==> src/rtl/fcs_pkg.sv <==
// Shared CRC32 definitions for the serial transmit generator and the receive-side FCS checker.
// Pure definitions: no latency and no flow control.
package fcs_pkg;

    localparam logic [31:0] CRC32_POLY = 32'h04C1_1DB7;

    typedef enum logic [1:0] {
        IDLE  = 2'd0,
        RUN   = 2'd1,
        CHECK = 2'd2
    } fcs_state_e;

    // One MSB-first shift of the CRC register for a single serial bit.
    function automatic logic [31:0] crc32_step(input logic [31:0] crc, input logic b);
        crc32_step = {crc[30:0], 1'b0} ^ (CRC32_POLY & {32{b ^ crc[31]}});
    endfunction

endpackage

==> src/rtl/fcs_serial_lfsr.sv <==
// Bit-serial CRC32 register: clear reloads INIT_VAL, and a bit enabled in the same cycle steps from INIT_VAL.
// Latency: one clock from an enabled bit to the updated register. No backpressure: a bit is taken whenever en_i is high.
module fcs_serial_lfsr
    import fcs_pkg::*;
#(
    parameter logic [31:0] INIT_VAL = 32'h0000_0000
) (
    input  logic        clk,
    input  logic        rst,
    input  logic        clr_i,
    input  logic        en_i,
    input  logic        bit_i,
    output logic [31:0] crc_o
);

    logic [31:0] crc_q;
    logic [31:0] crc_d;
    logic [31:0] base;

    always_comb begin
        base  = clr_i ? INIT_VAL : crc_q;
        crc_d = en_i ? crc32_step(base, bit_i) : base;
    end

    always_ff @(posedge clk or posedge rst) begin
        if (rst) begin
            crc_q <= INIT_VAL;
        end else begin
            crc_q <= crc_d;
        end
    end

    assign crc_o = crc_q;

endmodule

==> config.mk <==
export PLATFORM = sky130hd
export DESIGN_NAME = fcs_serial_lfsr
export DESIGN_NICKNAME = d
export VERILOG_FILES = /design/src/rtl/fcs_pkg.sv /design/src/rtl/fcs_serial_lfsr.sv
export SDC_FILE = /design/constraint.sdc
export NUM_CORES = 1
export LEC_CHECK = 0
export ABC_CLOCK_PERIOD_IN_PS = 1100
export BUFFER_PORTS_ARGS = -buffer_cell sky130_fd_sc_hd__buf_2
export CORE_MARGIN = 3
export CORE_UTILIZATION = 45
export DETAILED_ROUTE_END_ITERATION = 12
export HOLD_SLACK_MARGIN = 0.08
export PLACE_DENSITY = 0.74
export SETUP_SLACK_MARGIN = 0.05
export SYNTH_ARGS = -nofsm -noshare
export SYNTH_HDL_FRONTEND = slang
export SYNTH_SLANG_ARGS = --single-unit
==> constraint.sdc <==
create_clock -name clk -period 1.1 [get_ports clk]
set_input_delay 0.11 -clock clk [delete_from_list [all_inputs] [get_ports clk]]
set_output_delay 0.11 -clock clk [all_outputs]
set_load 0.005 [all_outputs]
[After elaboration in Yosys (flattened, before gate mapping)]
Index checks and enable logic that the tools add are counted.
Word-level totals
  bits in registers: 32
  bits of input ports: 5
  output and inout bits: 32
  logic and storage cells: 5
Operators by class
  multiplexer cells: 2
  bitwise logic cells: 2
Operators with widths (number)
  $mux 32: 2
  $xor 32x27->32: 1
  $xor 1x1->1: 1

[Longest topological paths before layout]
Gate-level depths: netlist of run 1.
  depth after elaboration: 4
  depth in mapped cells: 5

[Worst setup path after synthesis of run 1]
No wires, ideal clock.
  path kind: flip-flop to flip-flop
  start point: register crc_q[31] (netlist: crc_o[31])
  end point: register crc_q[10] (netlist: crc_o[10])
  setup time: 134 ps
  arrival time: 1078 ps
  path slack: -112 ps
  stages on the path, launching flop included: 6
  cell sequence: dfrtp_1 buf_2 buf_4 xnor2_1 o21ai_0 o211ai_1
On the way
  longest elaborated chain between the ends: 4
Ends and longest elaborated chain
  start: declaration: RTL line fcs_serial_lfsr.sv:16  | logic [31:0] crc_q;
  start signal: assignment: RTL line fcs_serial_lfsr.sv:29  | crc_q <= crc_d;
  $mux 32: RTL line fcs_serial_lfsr.sv:21  | base = clr_i ? INIT_VAL : crc_q;
  $xor 1x1->1: RTL line fcs_pkg.sv:15  | crc32_step = {crc[30:0], 1'b0} ^ (CRC32_POLY & {32{b ^ crc[31]}});
  $xor 32x27->32: RTL line fcs_pkg.sv:15
  $mux 32: RTL line fcs_serial_lfsr.sv:22  | crc_d = en_i ? crc32_step(base, bit_i) : base;
  via crc_d[10]: RTL line fcs_serial_lfsr.sv:17  | logic [31:0] crc_d;
The timed path passes the listed nets, and every way through them passes these cells.

[Worst setup path after layout of run 1]
  start point: register crc_q[31] (netlist: crc_o[31])
  end point: output crc_o[31]
RTL lines
  end: declaration: RTL line fcs_serial_lfsr.sv:13  | output logic [31:0] crc_o
No word-level cell between the ends.

==> results of run 1 <==
-- per-layer routing --
| metal | wire (microns) | up-vias | GRT usage, % | share of wire, % |
|---|---|---|---|---|
| met5 | 0 | - | 0 | 0 |
| met4 | 44 | 0 | 5.66 | 1.3 |
| met3 | 194 | 7 | 6.06 | 5.8 |
| met2 | 1620 | 39 | 29.1 | 48 |
| met1 | 1490 | 580 | 23.2 | 44 |
| li1 | - | 562 | - | - |
-- worst max-delay path, stage by stage, from the launching register on --
cell and delay [ns]:
sky130_fd_sc_hd__dfrtp_1 0.42, sky130_fd_sc_hd__buf_12 0.16, sky130_fd_sc_hd__buf_6 0.11
-- per-stage QoR --
| stage | worst slack [ns] | instances | hold WS [ns] | instance area [sq um] |
|---|---|---|---|---|
| 2_1_floorplan | -0.00918 | 141 | 0.226 | 1510 |
| 3_3_place_gp | 0.0584 | 220 | 0.204 | 1760 |
| 3_5_place_dp | -0.0229 | 220 | 0.214 | 1760 |
| 4_1_cts | -0.0630 | 229 | 0.121 | 1860 |
| 5_1_grt | -0.101 | 229 | 0.127 | 1880 |
| 6_report | -0.0445 | 229 | 0.119 | 1880 |
-- layout make-up --
cell class	count	area (sq um)	share of cell area, %
Clock buffer	6	41.3	2.20
Multi-Input combinational cell	95	638	34.0
Timing Repair Buffer	47	297	15.8
Tap cell	44	55.1	2.93
Sequential cell	32	801	42.6
Clock inverter	2	35.0	1.87
Inverter	3	11.3	0.600
-- cells by family (layout without fill, tap and decap cells) --
kind of cell / count (synthesis) / count (layout)
AND/OR/NAND/NOR: 35 / 35
flip-flops: 32 / 32
buffers and inverters: 14 / 58
XOR/XNOR: 13 / 13
AO/OA/AOI/OAI: 29 / 29
multiplexers: 18 / 18
-- worst max path at each step --
stage | to | slack, ns
2_1_floorplan | crc_o[11]$_DFF_PP0_ | -0.009
3_3_place_gp | crc_o[4]$_DFF_PP0_ | 0.06
3_5_place_dp | crc_o[7]$_DFF_PP0_ | -0.02
4_1_cts | crc_o[31] | -0.06
5_1_grt | crc_o[31] | -0.10
6_report | crc_o[31] | -0.04
-- cell usage in the layout, fill, tap and decap left out --
master / Yosys / layout
sky130_fd_sc_hd__nor2_1: 19 / 19
sky130_fd_sc_hd__o21ai_1: 0 / 14
sky130_fd_sc_hd__buf_6: 1 / 1
sky130_fd_sc_hd__a2bb2oi_2: 0 / 1
sky130_fd_sc_hd__clkbuf_4: 0 / 5
sky130_fd_sc_hd__buf_2: 2 / 35
sky130_fd_sc_hd__bufinv_16: 0 / 1
sky130_fd_sc_hd__dlygate4sd3_1: 0 / 1
sky130_fd_sc_hd__clkinv_2: 0 / 1
sky130_fd_sc_hd__buf_12: 0 / 2
sky130_fd_sc_hd__dfrtp_1: 32 / 32
sky130_fd_sc_hd__buf_4: 3 / 8
sky130_fd_sc_hd__or3_4: 1 / 1
sky130_fd_sc_hd__xnor2_2: 0 / 2
sky130_fd_sc_hd__o211ai_1: 13 / 13
sky130_fd_sc_hd__inv_1: 2 / 2
sky130_fd_sc_hd__mux2i_1: 18 / 18
sky130_fd_sc_hd__nand2_1: 14 / 14
sky130_fd_sc_hd__and2_1: 1 / 1
sky130_fd_sc_hd__clkbuf_1: 5 / 1
sky130_fd_sc_hd__xnor2_1: 13 / 11
sky130_fd_sc_hd__inv_2: 1 / 1
sky130_fd_sc_hd__o21ai_0: 15 / 1
-- power by group --
group	leakage [nW]	switching [mW]	internal [mW]
sequential	0.425	0.0592	1.24
combinational	0.452	0.177	0.157
clock	0.0422	0.405	0.476
-- timing repair --
item,in CTS,in global routing
endpoints found under the hold margin,32,0
hold buffers,1,0
cloned,0,0
setup endpoints to repair,14,22
gates resized for setup,7,3
==> impl_table.tex, run 1 <==
\begin{tabular}{lr}
\hline
Metric & Value \\
\hline
\multicolumn{2}{l}{\textbf{Synthesis}} \\
\quad Cell variety after synth & 16 \\
\quad Ys Warns & 0 \\
\quad Post-Synthesis Net Count & 146 \\
\quad Cell types occupying the most area after synthesis & sky130\_fd\_sc\_hd\_\_dfrtp\_1 (54\%), sky130\_fd\_sc\_hd\_\_mux2i\_1 (12\%), sky130\_fd\_sc\_hd\_\_xnor2\_1 (7.6\%) \\
\quad Primary FF master, synth & sky130\_fd\_sc\_hd\_\_dfrtp\_1 \\
\quad Complex-gate fraction of the synthesized area & about an eighth \\
\quad Post-synthesis sequential area ratio & 53.7\% \\
\quad Post-synth top cells & sky130\_fd\_sc\_hd\_\_dfrtp\_1 (32), sky130\_fd\_sc\_hd\_\_nor2\_1 (19), sky130\_fd\_sc\_hd\_\_mux2i\_1 (18) \\
\quad Dominant combinational cell family by area after synthesis & compound AO/OA/AOI/OAI gates \\
\quad Share of the synthesized area in the top cell type & a little over half \\
\quad Xor and xnor area share after synthesis & under 10\% \\
\quad Share of synthesized flip-flops with an asynchronous set or reset & 100\% \\
\quad Adder-cell share of the synthesized area & 0\% \\
\quad Synthesized area divided by synthesized cell count & about 11 sq um \\
\quad Cell area after technology mapping & 0.00149 sq mm \\
\quad Most frequently used cell type in the post-synthesis netlist & sky130\_fd\_sc\_hd\_\_dfrtp\_1 \\
\quad Share of synthesized area spent on multiplexers & approximately 12\% \\
\quad Fraction of the mapped netlist area in simple logic gates & approximately a tenth \\
\quad Synthesized flop and latch total & 32 \\
\quad Number of instances in the synthesized netlist & between 100 and 150 \\
\quad Number of flops mapped to enable cells by yosys & 0 \\
\quad Library cell occupying the most area in the post-synthesis netlist & sky130\_fd\_sc\_hd\_\_dfrtp\_1 \\
\multicolumn{2}{l}{\textbf{CTS}} \\
\quad Clock-pin slew of the registers on the worst-case setup and hold paths & 0.10 ns \\
\quad TritonCTS sink count & 32 \\
\quad Clock tree from TritonCTS & done \\
\quad Post-CTS setup buffer count & 0 \\
\quad Clock buffers created by TritonCTS & 5 \\
\quad Root cell of the clock tree & sky130\_fd\_sc\_hd\_\_clkbuf\_4 \\
\quad Clock latency at the later pin of the worst-skew pair & approximately 0.34 ns \\
\quad Largest buffer count on any clock path & 2 \\
\quad CTS H-tree lvls & 2 \\
\multicolumn{2}{l}{\textbf{Worst setup path}} \\
\quad Type of element launching the critical path & flip-flop \\
\quad Category of the worst setup path capture point & output pin \\
\quad Worst reg2reg path endpoint & crc\_o[7]\$\_DFF\_PP0\_ \\
\quad Arrival time worst endpoint & between 1 and 1.5 ns \\
\quad Critical path type & reg2out \\
\quad Register-to-register setup slack & -0.03 ns \\
\quad R2r startpoint & crc\_o[31]\$\_DFF\_PP0\_ \\
\quad Maximum fanout along the worst path & 13 \\
\quad Path depth of the worst reg2reg path & 4 \\
\quad Timing startpoint of the critical path & crc\_o[31]\$\_DFF\_PP0\_ \\
\quad Required time at the worst-slack endpoint & 0.99 ns \\
\multicolumn{2}{l}{\textbf{Detailed routing}} \\
\quad Number of vias after detailed routing & between 1k and 1.5k \\
\quad Per-cell via count in the routed design & 5.19 \\
\quad Count of routing violations after the opening detailed-route iteration & between 70 and 80 \\
\quad Residual DRC & 0 \\
\quad Routed length per placed instance & roughly 15 microns \\
\quad Number of iterations in the first detailed-routing pass & 5 \\
\quad Antenna Nets Post-Route & 0 \\
\quad Routed wire length & 3350 microns \\
\multicolumn{2}{l}{\textbf{Worst hold path}} \\
\quad Worst hold path cell count & 3 \\
\quad Terminating pin of the worst hold path & crc\_o[0]\$\_DFF\_PP0\_ \\
\quad Beginning of the worst hold path & bit\_i \\
\quad Worst min-delay path class & in2reg \\
\multicolumn{2}{l}{\textbf{STA}} \\
\quad Final WS setup & -0.0445 ns \\
\quad Headroom to the max-slew limit & 67.5\% \\
\quad Clk\_skew & 0.0115 ns \\
\quad Achievable clock frequency & roughly 870 MHz \\
\quad Number of pins with negative max-slew slack in the final report & 0 \\
\quad Transition time at the pin with the least slew margin & 0.487 ns \\
\quad Final Setup Violations & 4 \\
\quad Final critical-path required period & 1.14 ns \\
\quad Final worst-path cycle share & 104\% \\
\quad Unrepaired setup endpoints after global routing & true \\
\quad Hold violation total from the final report & 0 \\
\quad Sum of negative setup slack & -0.0814 ns \\
\multicolumn{2}{l}{\textbf{GRT}} \\
\quad Antenna violations before repair & 0 \\
\quad Via count of the first global-routing pass & approximately 1.2k \\
\quad Total congestion overflow after global routing & 0 \\
\quad Total track usage & around 18\% \\
\quad First-pass GRT wire length & 5730 microns \\
\quad Pin count of the biggest net entering global routing & 35 \\
\multicolumn{2}{l}{\textbf{Placed design}} \\
\quad Routability congestion estimate from global placement & 0.797 \\
\quad Hpwl dp & roughly 2200 microns \\
\quad Count of input and output buffers & 36 \\
\multicolumn{2}{l}{\textbf{Cells and area}} \\
\quad Layout cells sized above 1 & 31.4\% \\
\quad Synth-to-layout area growth & 25.9\% \\
\quad Antenna cells & 0 \\
\quad Max FFs per register & 32 \\
\quad Number of fill cells & roughly 290 \\
\quad Final Core Density & 60.5\% \\
\quad Net count of the finished layout & 189 \\
\multicolumn{2}{l}{\textbf{Outcome}} \\
\quad Status & complete, but fails checks \\
\quad Violations in the final reports & setup timing \\
\multicolumn{2}{l}{\textbf{Floorplan}} \\
\quad Chip height & 63.6 microns \\
\quad Die extent in x & roughly 64 microns \\
\quad I/O pin count & 37 \\
\quad Die outline area & roughly 0.0040 sq mm \\
\quad Effective utilization at floorplan & between 40 and 50\% \\
\quad Standard cell core area & between 0.003 and 0.004 sq mm \\
\quad Num rows & 20 \\
\multicolumn{2}{l}{\textbf{Pwr}} \\
\quad Power density cells & $\sim$1300 mW/mm\^{}2 \\
\quad Static power due to leakage & 0.919 nW \\
\quad Worst voltage drop across the vdd grid & between 0.0008 and 0.0009 V \\
\quad Post-layout power & about 2.5 mW \\
\multicolumn{2}{l}{\textbf{Flow run}} \\
\quad Max-cap violation count & 0 \\
\hline
\end{tabular}
Power figures use the tool's default switching activity.
==> inputs of run 2 (changes only) <==
--- a/config.mk
+++ b/config.mk
@@ -5,13 +5,14 @@
 export SDC_FILE = /design/constraint.sdc
 export NUM_CORES = 1
 export LEC_CHECK = 0
+export ABC_AREA = 1
 export ABC_CLOCK_PERIOD_IN_PS = 1100
 export BUFFER_PORTS_ARGS = -buffer_cell sky130_fd_sc_hd__buf_2
 export CORE_MARGIN = 3
 export CORE_UTILIZATION = 45
 export DETAILED_ROUTE_END_ITERATION = 12
 export HOLD_SLACK_MARGIN = 0.08
-export PLACE_DENSITY = 0.74
+export PLACE_DENSITY = 0.73
 export SETUP_SLACK_MARGIN = 0.05
 export SYNTH_ARGS = -nofsm -noshare
 export SYNTH_HDL_FRONTEND = slang
==> run 2 against run 1 <==
  * The flow still finishes with violations (setup timing)
  * Cell area up 9.9%
  * Die area up 11%
  * Worst hold slack better by 0.087 ns
  * Combinational power up 13%
  * Sequential share of layout area down 3.8 points
==> impl_table.tex, run 2 <==
\begin{tabular}{lr}
\hline
Metric & Value \\
\hline
\multicolumn{2}{l}{\textbf{STA}} \\
\quad Transition time at the pin with the least slew margin & 0.413 ns (was 0.487 ns) \\
\quad Headroom to the max-slew limit & 72.4\% (was 67.5\%) \\
\quad Achievable clock frequency & 896 MHz (was 874 MHz) \\
\quad Clk\_skew & 0.00521 ns (was 0.0115 ns) \\
\quad WHS & 0.207 ns (was 0.119 ns) \\
\quad Hold violation total from the final report & 0 (unchanged) \\
\quad Sum of negative setup slack & -0.0243 ns (was -0.0814 ns) \\
\quad Number of pins with negative max-slew slack in the final report & 0 (unchanged) \\
\quad Unrepaired setup endpoints after global routing & true (unchanged) \\
\quad Final critical-path required period & 1.12 ns (was 1.14 ns) \\
\quad Final Setup Violations & 2 (was 4) \\
\quad Final WS setup & -0.0160 ns (was -0.0445 ns) \\
\quad Final worst-path cycle share & 101\% (was 104\%) \\
\multicolumn{2}{l}{\textbf{Placed design}} \\
\quad Count of input and output buffers & 36 (unchanged) \\
\quad Post-placement cell area & 0.00190 sq mm (was 0.00176 sq mm) \\
\quad Placement-stage worst setup slack & -0.0518 ns (was -0.0229 ns) \\
\quad Hpwl dp & 2410 microns (was 2210 microns) \\
\quad Routability congestion estimate from global placement & 0.790 (was 0.797) \\
\multicolumn{2}{l}{\textbf{Synthesis}} \\
\quad Ys Warns & 0 (unchanged) \\
\quad Library cell occupying the most area in the post-synthesis netlist & sky130\_fd\_sc\_hd\_\_dfrtp\_1 (unchanged) \\
\quad Post-Synthesis Net Count & 197 (was 146) \\
\quad Number of instances in the synthesized netlist & 192 (was 141) \\
\quad Share of synthesized flip-flops with an asynchronous set or reset & 100\% (unchanged) \\
\quad Cell types occupying the most area after synthesis & sky130\_fd\_sc\_hd\_\_dfrtp\_1 (48\%), sky130\_fd\_sc\_hd\_\_nand3\_1 (16\%), sky130\_fd\_sc\_hd\_\_nand2\_1 (9.2\%) (was sky130\_fd\_sc\_hd\_\_dfrtp\_1 (54\%), sky130\_fd\_sc\_hd\_\_mux2i\_1 (12\%), sky130\_fd\_sc\_hd\_\_xnor2\_1 (7.6\%)) \\
\quad Synthesized flop and latch total & 32 (unchanged) \\
\quad Cell area after technology mapping & 0.00167 sq mm (was 0.00149 sq mm) \\
\quad Post-synthesis sequential area ratio & 47.9\% (was 53.7\%) \\
\quad Primary FF master, synth & sky130\_fd\_sc\_hd\_\_dfrtp\_1 (unchanged) \\
\quad Post-synth top cells & sky130\_fd\_sc\_hd\_\_nand3\_1 (52), sky130\_fd\_sc\_hd\_\_nand2\_1 (41), sky130\_fd\_sc\_hd\_\_dfrtp\_1 (32) (was sky130\_fd\_sc\_hd\_\_dfrtp\_1 (32), sky130\_fd\_sc\_hd\_\_nor2\_1 (19), sky130\_fd\_sc\_hd\_\_mux2i\_1 (18)) \\
\quad Cell variety after synth & 18 (was 16) \\
\quad Synthesized area divided by synthesized cell count & 8.71 sq um (was 10.6 sq um) \\
\quad Number of flops mapped to enable cells by yosys & 0 (unchanged) \\
\quad Share of the synthesized area in the top cell type & 47.9\% (was 53.7\%) \\
\quad Most frequently used cell type in the post-synthesis netlist & sky130\_fd\_sc\_hd\_\_nand3\_1 (was sky130\_fd\_sc\_hd\_\_dfrtp\_1) \\
\multicolumn{2}{l}{\textbf{CTS}} \\
\quad TritonCTS sink count & 32 (unchanged) \\
\quad Root cell of the clock tree & sky130\_fd\_sc\_hd\_\_clkbuf\_8 (was sky130\_fd\_sc\_hd\_\_clkbuf\_4) \\
\quad Largest buffer count on any clock path & 2 (unchanged) \\
\quad Post-CTS setup buffer count & 0 (unchanged) \\
\quad Clock buffers created by TritonCTS & 5 (unchanged) \\
\quad CTS H-tree lvls & 2 (unchanged) \\
\quad Clock latency at the later pin of the worst-skew pair & 0.29 ns (was 0.34 ns) \\
\quad Clock tree from TritonCTS & done (unchanged) \\
\quad Clock-pin slew of the registers on the worst-case setup and hold paths & 0.07 ns (was 0.10 ns) \\
\multicolumn{2}{l}{\textbf{Outcome}} \\
\quad Status & complete, but fails checks (unchanged) \\
\quad Violations in the final reports & setup timing (unchanged) \\
\multicolumn{2}{l}{\textbf{Cells and area}} \\
\quad Post-route cell area & 0.00206 sq mm (was 0.00188 sq mm) \\
\quad Highest-count cells in the layout ignoring fill and taps & sky130\_fd\_sc\_hd\_\_nand3\_1 (52), sky130\_fd\_sc\_hd\_\_nand2\_1 (41), sky130\_fd\_sc\_hd\_\_buf\_2 (35), sky130\_fd\_sc\_hd\_\_dfrtp\_1 (31), sky130\_fd\_sc\_hd\_\_nand3\_2 (11) (was sky130\_fd\_sc\_hd\_\_buf\_2 (35), sky130\_fd\_sc\_hd\_\_dfrtp\_1 (32), sky130\_fd\_sc\_hd\_\_nor2\_1 (19), sky130\_fd\_sc\_hd\_\_mux2i\_1 (18)) \\
\quad Most frequent standard cell in the layout excluding fill and tap cells & sky130\_fd\_sc\_hd\_\_nand3\_1 (was sky130\_fd\_sc\_hd\_\_buf\_2) \\
\quad Layout cells sized above 1 & 33.9\% (was 31.4\%) \\
\quad Antenna cells & 0 (unchanged) \\
\quad Net count of the finished layout & 237 (was 189) \\
\quad Max FFs per register & 32 (unchanged) \\
\quad Synth-to-layout area growth & 23.5\% (was 25.9\%) \\
\multicolumn{2}{l}{\textbf{Flow run}} \\
\quad Max-cap violation count & 0 (unchanged) \\
\multicolumn{2}{l}{\textbf{Floorplan}} \\
\quad Standard cell core area & 0.00347 sq mm (was 0.00310 sq mm) \\
\quad I/O pin count & 37 (unchanged) \\
\quad Num rows & 21 (was 20) \\
\quad Die outline area & 0.00448 sq mm (was 0.00404 sq mm) \\
\quad Chip height & 67.0 microns (was 63.6 microns) \\
\quad Effective utilization at floorplan & 48.2\% (was 48.1\%) \\
\quad Die extent in x & 67.0 microns (was 63.6 microns) \\
\multicolumn{2}{l}{\textbf{Worst setup path}} \\
\quad Register-to-register setup slack & -0.01 ns (was -0.03 ns) \\
\quad Type of element launching the critical path & flip-flop (unchanged) \\
\quad R2r startpoint & crc\_o[31]\$\_DFF\_PP0\_ (unchanged) \\
\quad Required time at the worst-slack endpoint & 0.99 ns (about the same) \\
\quad Worst reg2reg path endpoint & crc\_o[1]\$\_DFF\_PP0\_ (was crc\_o[7]\$\_DFF\_PP0\_) \\
\quad Arrival time worst endpoint & 1.01 ns (was 1.03 ns) \\
\quad Category of the worst setup path capture point & output pin (unchanged) \\
\quad Maximum fanout along the worst path & 4 (was 13) \\
\quad Critical path type & reg2out (unchanged) \\
\quad Path depth of the worst reg2reg path & 5 (was 4) \\
\multicolumn{2}{l}{\textbf{Worst hold path}} \\
\quad Beginning of the worst hold path & en\_i (was bit\_i) \\
\quad Terminating pin of the worst hold path & crc\_o[7]\$\_DFF\_PP0\_ (was crc\_o[0]\$\_DFF\_PP0\_) \\
\quad Worst hold path cell count & 4 (was 3) \\
\quad Worst min-delay path class & in2reg (unchanged) \\
\multicolumn{2}{l}{\textbf{GRT}} \\
\quad Total track usage & 18.4\% (was 18.2\%) \\
\quad Antenna violations before repair & 0 (unchanged) \\
\quad Pin count of the biggest net entering global routing & 33 (was 35) \\
\quad First-pass GRT wire length & 6120 microns (was 5730 microns) \\
\quad Total congestion overflow after global routing & 0 (unchanged) \\
\quad Via count of the first global-routing pass & 1335 (was 1173) \\
\multicolumn{2}{l}{\textbf{Detailed routing}} \\
\quad Routed wire length & 3890 microns (was 3350 microns) \\
\quad Residual DRC & 0 (unchanged) \\
\quad Count of routing violations after the opening detailed-route iteration & 115 (was 74) \\
\quad Antenna Nets Post-Route & 0 (unchanged) \\
\quad Per-cell via count in the routed design & 5.22 (was 5.19) \\
\quad Routed length per placed instance & 14.0 microns (was 14.6 microns) \\
\quad Number of iterations in the first detailed-routing pass & 5 (unchanged) \\
\quad Number of vias after detailed routing & 1457 (was 1188) \\
\multicolumn{2}{l}{\textbf{Pwr}} \\
\quad Static power due to leakage & 1.11 nW (was 0.919 nW) \\
\quad Worst voltage drop across the vdd grid & 0.000714 V (was 0.000812 V) \\
\quad Power density cells & 1260 mW/mm\^{}2 (was 1340 mW/mm\^{}2) \\
\quad Post-layout power & 2.60 mW (was 2.51 mW) \\
\hline
\end{tabular}
==> run 2: cell count changes after synthesis, moves of 2 or more <==
cell / before / now
sky130_fd_sc_hd__buf_6: 1 / 4
sky130_fd_sc_hd__clkbuf_1: 5 / 3
sky130_fd_sc_hd__inv_1: 2 / 9
sky130_fd_sc_hd__inv_2: 1 / 7
sky130_fd_sc_hd__mux2i_1: 18 / 0
sky130_fd_sc_hd__nand2_1: 14 / 41
sky130_fd_sc_hd__nand2_2: 0 / 4
sky130_fd_sc_hd__nand3_1: 0 / 52
sky130_fd_sc_hd__nand3_2: 0 / 12
sky130_fd_sc_hd__nor2_1: 19 / 0
sky130_fd_sc_hd__o211ai_1: 13 / 0
sky130_fd_sc_hd__o21ai_0: 15 / 7
sky130_fd_sc_hd__o21ai_1: 0 / 10
sky130_fd_sc_hd__xnor2_1: 13 / 0
==> run 2: area by class of cell <==
cell class	count	area, sq um
Sequential cell	32	802
Inverter	16	60.1
Multi-Input combinational cell	131	737
Tap cell	46	57.6
Clock buffer	8	90.1
Fill cell	330	1400
Timing Repair Buffer	46	318
==> run 2: power breakdown <==
group	internal [mW]	switching (mW)	leakage (nW)
logic	0.152	0.223	0.645
registers	1.24	0.0460	0.422
clock network	0.510	0.430	0.0455
total	1.90	0.699	1.11
==> run 2: worst max-delay path by stage <==
stage	slack (ns)	cells past startpoint	startpoint	endpoint
floorplan	0.05	6	crc_o[31]$_DFF_PP0_	crc_o[10]$_DFF_PP0_
global placement	-0.03	5	crc_o[31]$_DFF_PP0_	crc_o[23]$_DFF_PP0_
detailed placement	-0.05	5	crc_o[31]$_DFF_PP0_	crc_o[23]$_DFF_PP0_
CTS	0.005	2	crc_o[31]$_DFF_PP0_	crc_o[31]
global route	-0.04	5	crc_o[31]$_DFF_PP0_	crc_o[23]$_DFF_PP0_
finish	-0.02	2	crc_o[31]$_DFF_PP0_	crc_o[31]
==> run 2: cells by family (layout without fill, tap and decap cells) <==
kind of cell / count (synthesis) / count (layout) / share of synthesized area (%)
AND/OR/NAND/NOR: 112 / 114 / 35.6
AO/OA/AOI/OAI: 17 / 17 / 5.09
flip-flops: 32 / 32 / 47.9
buffers and inverters: 31 / 70 / 11.5
==> run 2: repair_timing <==
item                       CTS  global route
setup endpoints to repair   14            15
hold buffers                 1             0
hold endpoints to repair    32             0
gates resized for setup      5             4
pin swaps                    0             3
gates cloned                 0             2
==> run 2: worst max-delay path, stage by stage (launching register included) <==
cell and delay [ns]:
sky130_fd_sc_hd__dfrtp_2 0.48, sky130_fd_sc_hd__buf_6 0.14, sky130_fd_sc_hd__buf_6 0.10
==> run 2: stage by stage <==
step	instances	utilization (%)
final	279	59.5
after global routing	279	59.5
after CTS	277	58.3
after detailed placement	268	54.7
after global placement	268	54.7
after floorplan	192	-
==> run 2: per-layer routing <==
metal | up-vias | part of all wire [%] | global-route usage, %
met5 | - | 0 | 0
met4 | 0 | 2.0 | 9.37
met3 | 7 | 4.6 | 5.40
met2 | 39 | 48 | 28.2
met1 | 688 | 45 | 23.4
li1 | 723 | - | -
==> inputs of run 3 (changes only) <==
--- a/config.mk
+++ b/config.mk
@@ -9,10 +9,10 @@
 export ABC_CLOCK_PERIOD_IN_PS = 1100
 export BUFFER_PORTS_ARGS = -buffer_cell sky130_fd_sc_hd__buf_2
 export CORE_MARGIN = 3
-export CORE_UTILIZATION = 45
+export CORE_UTILIZATION = 38
 export DETAILED_ROUTE_END_ITERATION = 12
 export HOLD_SLACK_MARGIN = 0.08
-export PLACE_DENSITY = 0.73
+export PLACE_DENSITY = 0.64
 export SETUP_SLACK_MARGIN = 0.05
 export SYNTH_ARGS = -nofsm -noshare
 export SYNTH_HDL_FRONTEND = slang
==> run 3 against run 2 <==
  * The run still ends with setup timing left
  * Global-route usage fell by 2.0 points
  * Critical path depth unchanged
  * Worst setup slack got worse by 0.036 ns
  * Highest routed layer unchanged
==> impl_table.tex, run 3 (synthesized netlist as in run 2, its figures left out) <==
\begin{tabular}{lr}
\hline
Metric & Value \\
\hline
\multicolumn{2}{l}{\textbf{GRT}} \\
\quad Total congestion overflow after global routing & 0 (unchanged) \\
\quad Grt met2 use & 24.7\% (was 28.2\%) \\
\quad Met3 GRT Util & 4.57\% (was 5.40\%) \\
\quad Routing layer with the top usage in global route & met2 (unchanged) \\
\quad Total track usage & 16.5\% (was 18.4\%) \\
\quad Antenna violations before repair & 0 (unchanged) \\
\quad Pin count of the biggest net entering global routing & 33 (unchanged) \\
\quad First-pass GRT wire length & 6630 microns (was 6120 microns) \\
\quad GRT met1 Usage & 22.6\% (was 23.4\%) \\
\quad Via count of the first global-routing pass & 1353 (was 1335) \\
\multicolumn{2}{l}{\textbf{Worst setup path}} \\
\quad Critical path type & reg2out (unchanged) \\
\quad CP max stage cell & sky130\_fd\_sc\_hd\_\_dfrtp\_2 (unchanged) \\
\quad Register-to-register setup slack & -0.04 ns (was -0.01 ns) \\
\quad Type of element launching the critical path & flip-flop (unchanged) \\
\quad Worst-path cell chain & buf\_6 -> buf\_6 (unchanged) \\
\quad Maximum fanout along the worst path & 5 (was 4) \\
\quad Required time at the worst-slack endpoint & 0.99 ns (about the same) \\
\quad Top delay family on crit path & flip-flops (unchanged) \\
\quad Arrival time worst endpoint & 1.04 ns (was 1.01 ns) \\
\quad Critical Path Max Stage Delay & 0.51 ns (was 0.48 ns) \\
\quad Most repeated library cell on the critical path & sky130\_fd\_sc\_hd\_\_buf\_6 (unchanged) \\
\quad Category of the worst setup path capture point & output pin (unchanged) \\
\quad Buffering stage count on the worst path with inverters included & 2 (unchanged) \\
\multicolumn{2}{l}{\textbf{Cells and area}} \\
\quad Max FFs per register & 32 (unchanged) \\
\quad Register cell area after layout & 802 sq um (unchanged) \\
\quad Area of combinational cells with multiple inputs & 861 sq um (was 737 sq um) \\
\quad Final instance count without filler cells & 287 (was 279) \\
\quad Net count of the finished layout & 241 (was 237) \\
\quad Antenna cells & 0 (unchanged) \\
\quad Layout cells sized above 1 & 41.8\% (was 33.9\%) \\
\quad Most frequent standard cell in the layout excluding fill and tap cells & sky130\_fd\_sc\_hd\_\_nand3\_1 (unchanged) \\
\quad Synth-to-layout area growth & 30.3\% (was 23.5\%) \\
\quad Number of fill cells & 392 (was 330) \\
\quad Highest-count cells in the layout ignoring fill and taps & sky130\_fd\_sc\_hd\_\_nand3\_1 (39), sky130\_fd\_sc\_hd\_\_nand2\_1 (38), sky130\_fd\_sc\_hd\_\_buf\_2 (35), sky130\_fd\_sc\_hd\_\_dfrtp\_1 (31), sky130\_fd\_sc\_hd\_\_nand3\_2 (23) (was sky130\_fd\_sc\_hd\_\_nand3\_1 (52), sky130\_fd\_sc\_hd\_\_nand2\_1 (41), sky130\_fd\_sc\_hd\_\_buf\_2 (35), sky130\_fd\_sc\_hd\_\_dfrtp\_1 (31), sky130\_fd\_sc\_hd\_\_nand3\_2 (11)) \\
\multicolumn{2}{l}{\textbf{CTS}} \\
\quad CTS H-tree lvls & 2 (unchanged) \\
\quad Root cell of the clock tree & sky130\_fd\_sc\_hd\_\_clkbuf\_8 (unchanged) \\
\quad TritonCTS sink count & 32 (unchanged) \\
\quad Clock buffers created by TritonCTS & 5 (unchanged) \\
\quad Largest buffer count on any clock path & 2 (unchanged) \\
\quad Clock tree from TritonCTS & done (unchanged) \\
\quad Clock-pin slew of the registers on the worst-case setup and hold paths & 0.06 ns (was 0.07 ns) \\
\quad Clock latency at the later pin of the worst-skew pair & 0.28 ns (was 0.29 ns) \\
\multicolumn{2}{l}{\textbf{STA}} \\
\quad Sum of negative setup slack & -0.339 ns (was -0.0243 ns) \\
\quad Achievable clock frequency & 868 MHz (was 896 MHz) \\
\quad Clk\_skew & 0.00242 ns (was 0.00521 ns) \\
\quad Final WS setup & -0.0522 ns (was -0.0160 ns) \\
\quad Unrepaired setup endpoints after global routing & true (unchanged) \\
\quad Final critical-path required period & 1.15 ns (was 1.12 ns) \\
\quad Number of pins with negative max-slew slack in the final report & 0 (unchanged) \\
\quad Final worst-path cycle share & 105\% (was 101\%) \\
\quad Final Setup Violations & 14 (was 2) \\
\quad Hold violation total from the final report & 0 (unchanged) \\
\quad Transition time at the pin with the least slew margin & 0.408 ns (was 0.413 ns) \\
\quad Headroom to the max-slew limit & 72.8\% (was 72.4\%) \\
\quad WHS & 0.178 ns (was 0.207 ns) \\
\multicolumn{2}{l}{\textbf{Floorplan}} \\
\quad Die extent in x & 72.3 microns (was 67.0 microns) \\
\quad Standard cell core area & 0.00412 sq mm (was 0.00347 sq mm) \\
\quad Chip height & 72.3 microns (was 67.0 microns) \\
\quad Num rows & 23 (was 21) \\
\quad Effective utilization at floorplan & 40.6\% (was 48.2\%) \\
\quad Die outline area & 0.00523 sq mm (was 0.00448 sq mm) \\
\quad I/O pin count & 37 (unchanged) \\
\multicolumn{2}{l}{\textbf{Placed design}} \\
\quad Hpwl dp & 2560 microns (was 2410 microns) \\
\quad Routability congestion estimate from global placement & 0.752 (was 0.790) \\
\quad Number of placed instances with taps included & 274 (was 268) \\
\quad Placement-stage worst setup slack & -0.0726 ns (was -0.0518 ns) \\
\quad Count of input and output buffers & 36 (unchanged) \\
\multicolumn{2}{l}{\textbf{Detailed routing}} \\
\quad Count of routing violations after the opening detailed-route iteration & 97 (was 115) \\
\quad Number of vias after detailed routing & 1462 (was 1457) \\
\quad Routed wire length & 4140 microns (was 3890 microns) \\
\quad Routed length per placed instance & 14.4 microns (was 14.0 microns) \\
\quad Per-cell via count in the routed design & 5.09 (was 5.22) \\
\quad Residual DRC & 0 (unchanged) \\
\quad Number of iterations in the first detailed-routing pass & 4 (was 5) \\
\quad Antenna Nets Post-Route & 0 (unchanged) \\
\multicolumn{2}{l}{\textbf{Worst hold path}} \\
\quad Worst min-delay path class & in2reg (unchanged) \\
\multicolumn{2}{l}{\textbf{Flow run}} \\
\quad Max-cap violation count & 0 (unchanged) \\
\multicolumn{2}{l}{\textbf{Outcome}} \\
\quad Status & complete, but fails checks (unchanged) \\
\quad Violations in the final reports & setup timing (unchanged) \\
\multicolumn{2}{l}{\textbf{Pwr}} \\
\quad Power density cells & 1190 mW/mm\^{}2 (was 1260 mW/mm\^{}2) \\
\quad Static power due to leakage & 1.14 nW (was 1.11 nW) \\
\quad Worst voltage drop across the vdd grid & 0.000824 V (was 0.000714 V) \\
\hline
\end{tabular}
-- run 3: power breakdown --
part           switching, mW  internal [mW]
Combinational          0.243          0.150
Sequential            0.0446           1.24
Clock                  0.414          0.510
Total                  0.702           1.90
-- run 3: final cells by class --
class,count,share of cell area (%)
multi-input cells,132,39.5
flip-flops and latches,32,36.8
repair buffers,49,13.9
clock buffers,8,4.14
well taps,50,2.87
inverters,16,2.76
-- run 3: tightest hold or removal path, cell delays in order --
cell,delay [ns]
sky130_fd_sc_hd__buf_2,0.11
sky130_fd_sc_hd__inv_2,0.07
sky130_fd_sc_hd__o21ai_1,0.13
-- run 3: layer usage --
metal / vias up / wire length (microns)
li1: 732 / -
met1: 691 / 1920
met2: 35 / 1960
met3: 4 / 214
met4: 0 / 51
met5: - / 0
-- run 3: final timing paths --
check / from / to / cells after the start
setup / recovery: crc_o[31]$_DFF_PP0_ / crc_o[31] / 2
hold / removal: en_i / crc_o[28]$_DFF_PP0_ / 3
setup reg to reg: crc_o[31]$_DFF_PP0_ / crc_o[23]$_DFF_PP0_ / 5
hold reg to reg: crc_o[13]$_DFF_PP0_ / crc_o[13]$_DFF_PP0_ / 2
max in group asynchronous: rst / crc_o[31]$_DFF_PP0_ / 4
min in group asynchronous: rst / crc_o[6]$_DFF_PP0_ / 4
-- run 3: through the flow --
step	cell area (sq um)	util, %	power [mW]
after global routing	2180	52.9	2.75
after detailed placement	1870	45.3	1.65
final	2180	52.9	2.60
after global placement	1870	45.3	1.65
after CTS	1990	48.4	2.59
after floorplan	1670	-	1.53
-- run 3: timing repair --
item,CTS,global route
endpoints found under the hold margin,32,0
resized for setup,5,25
pin swaps,0,14
setup endpoints to repair,15,15
gates cloned,0,3
setup buffers,0,1
hold buffers,1,0
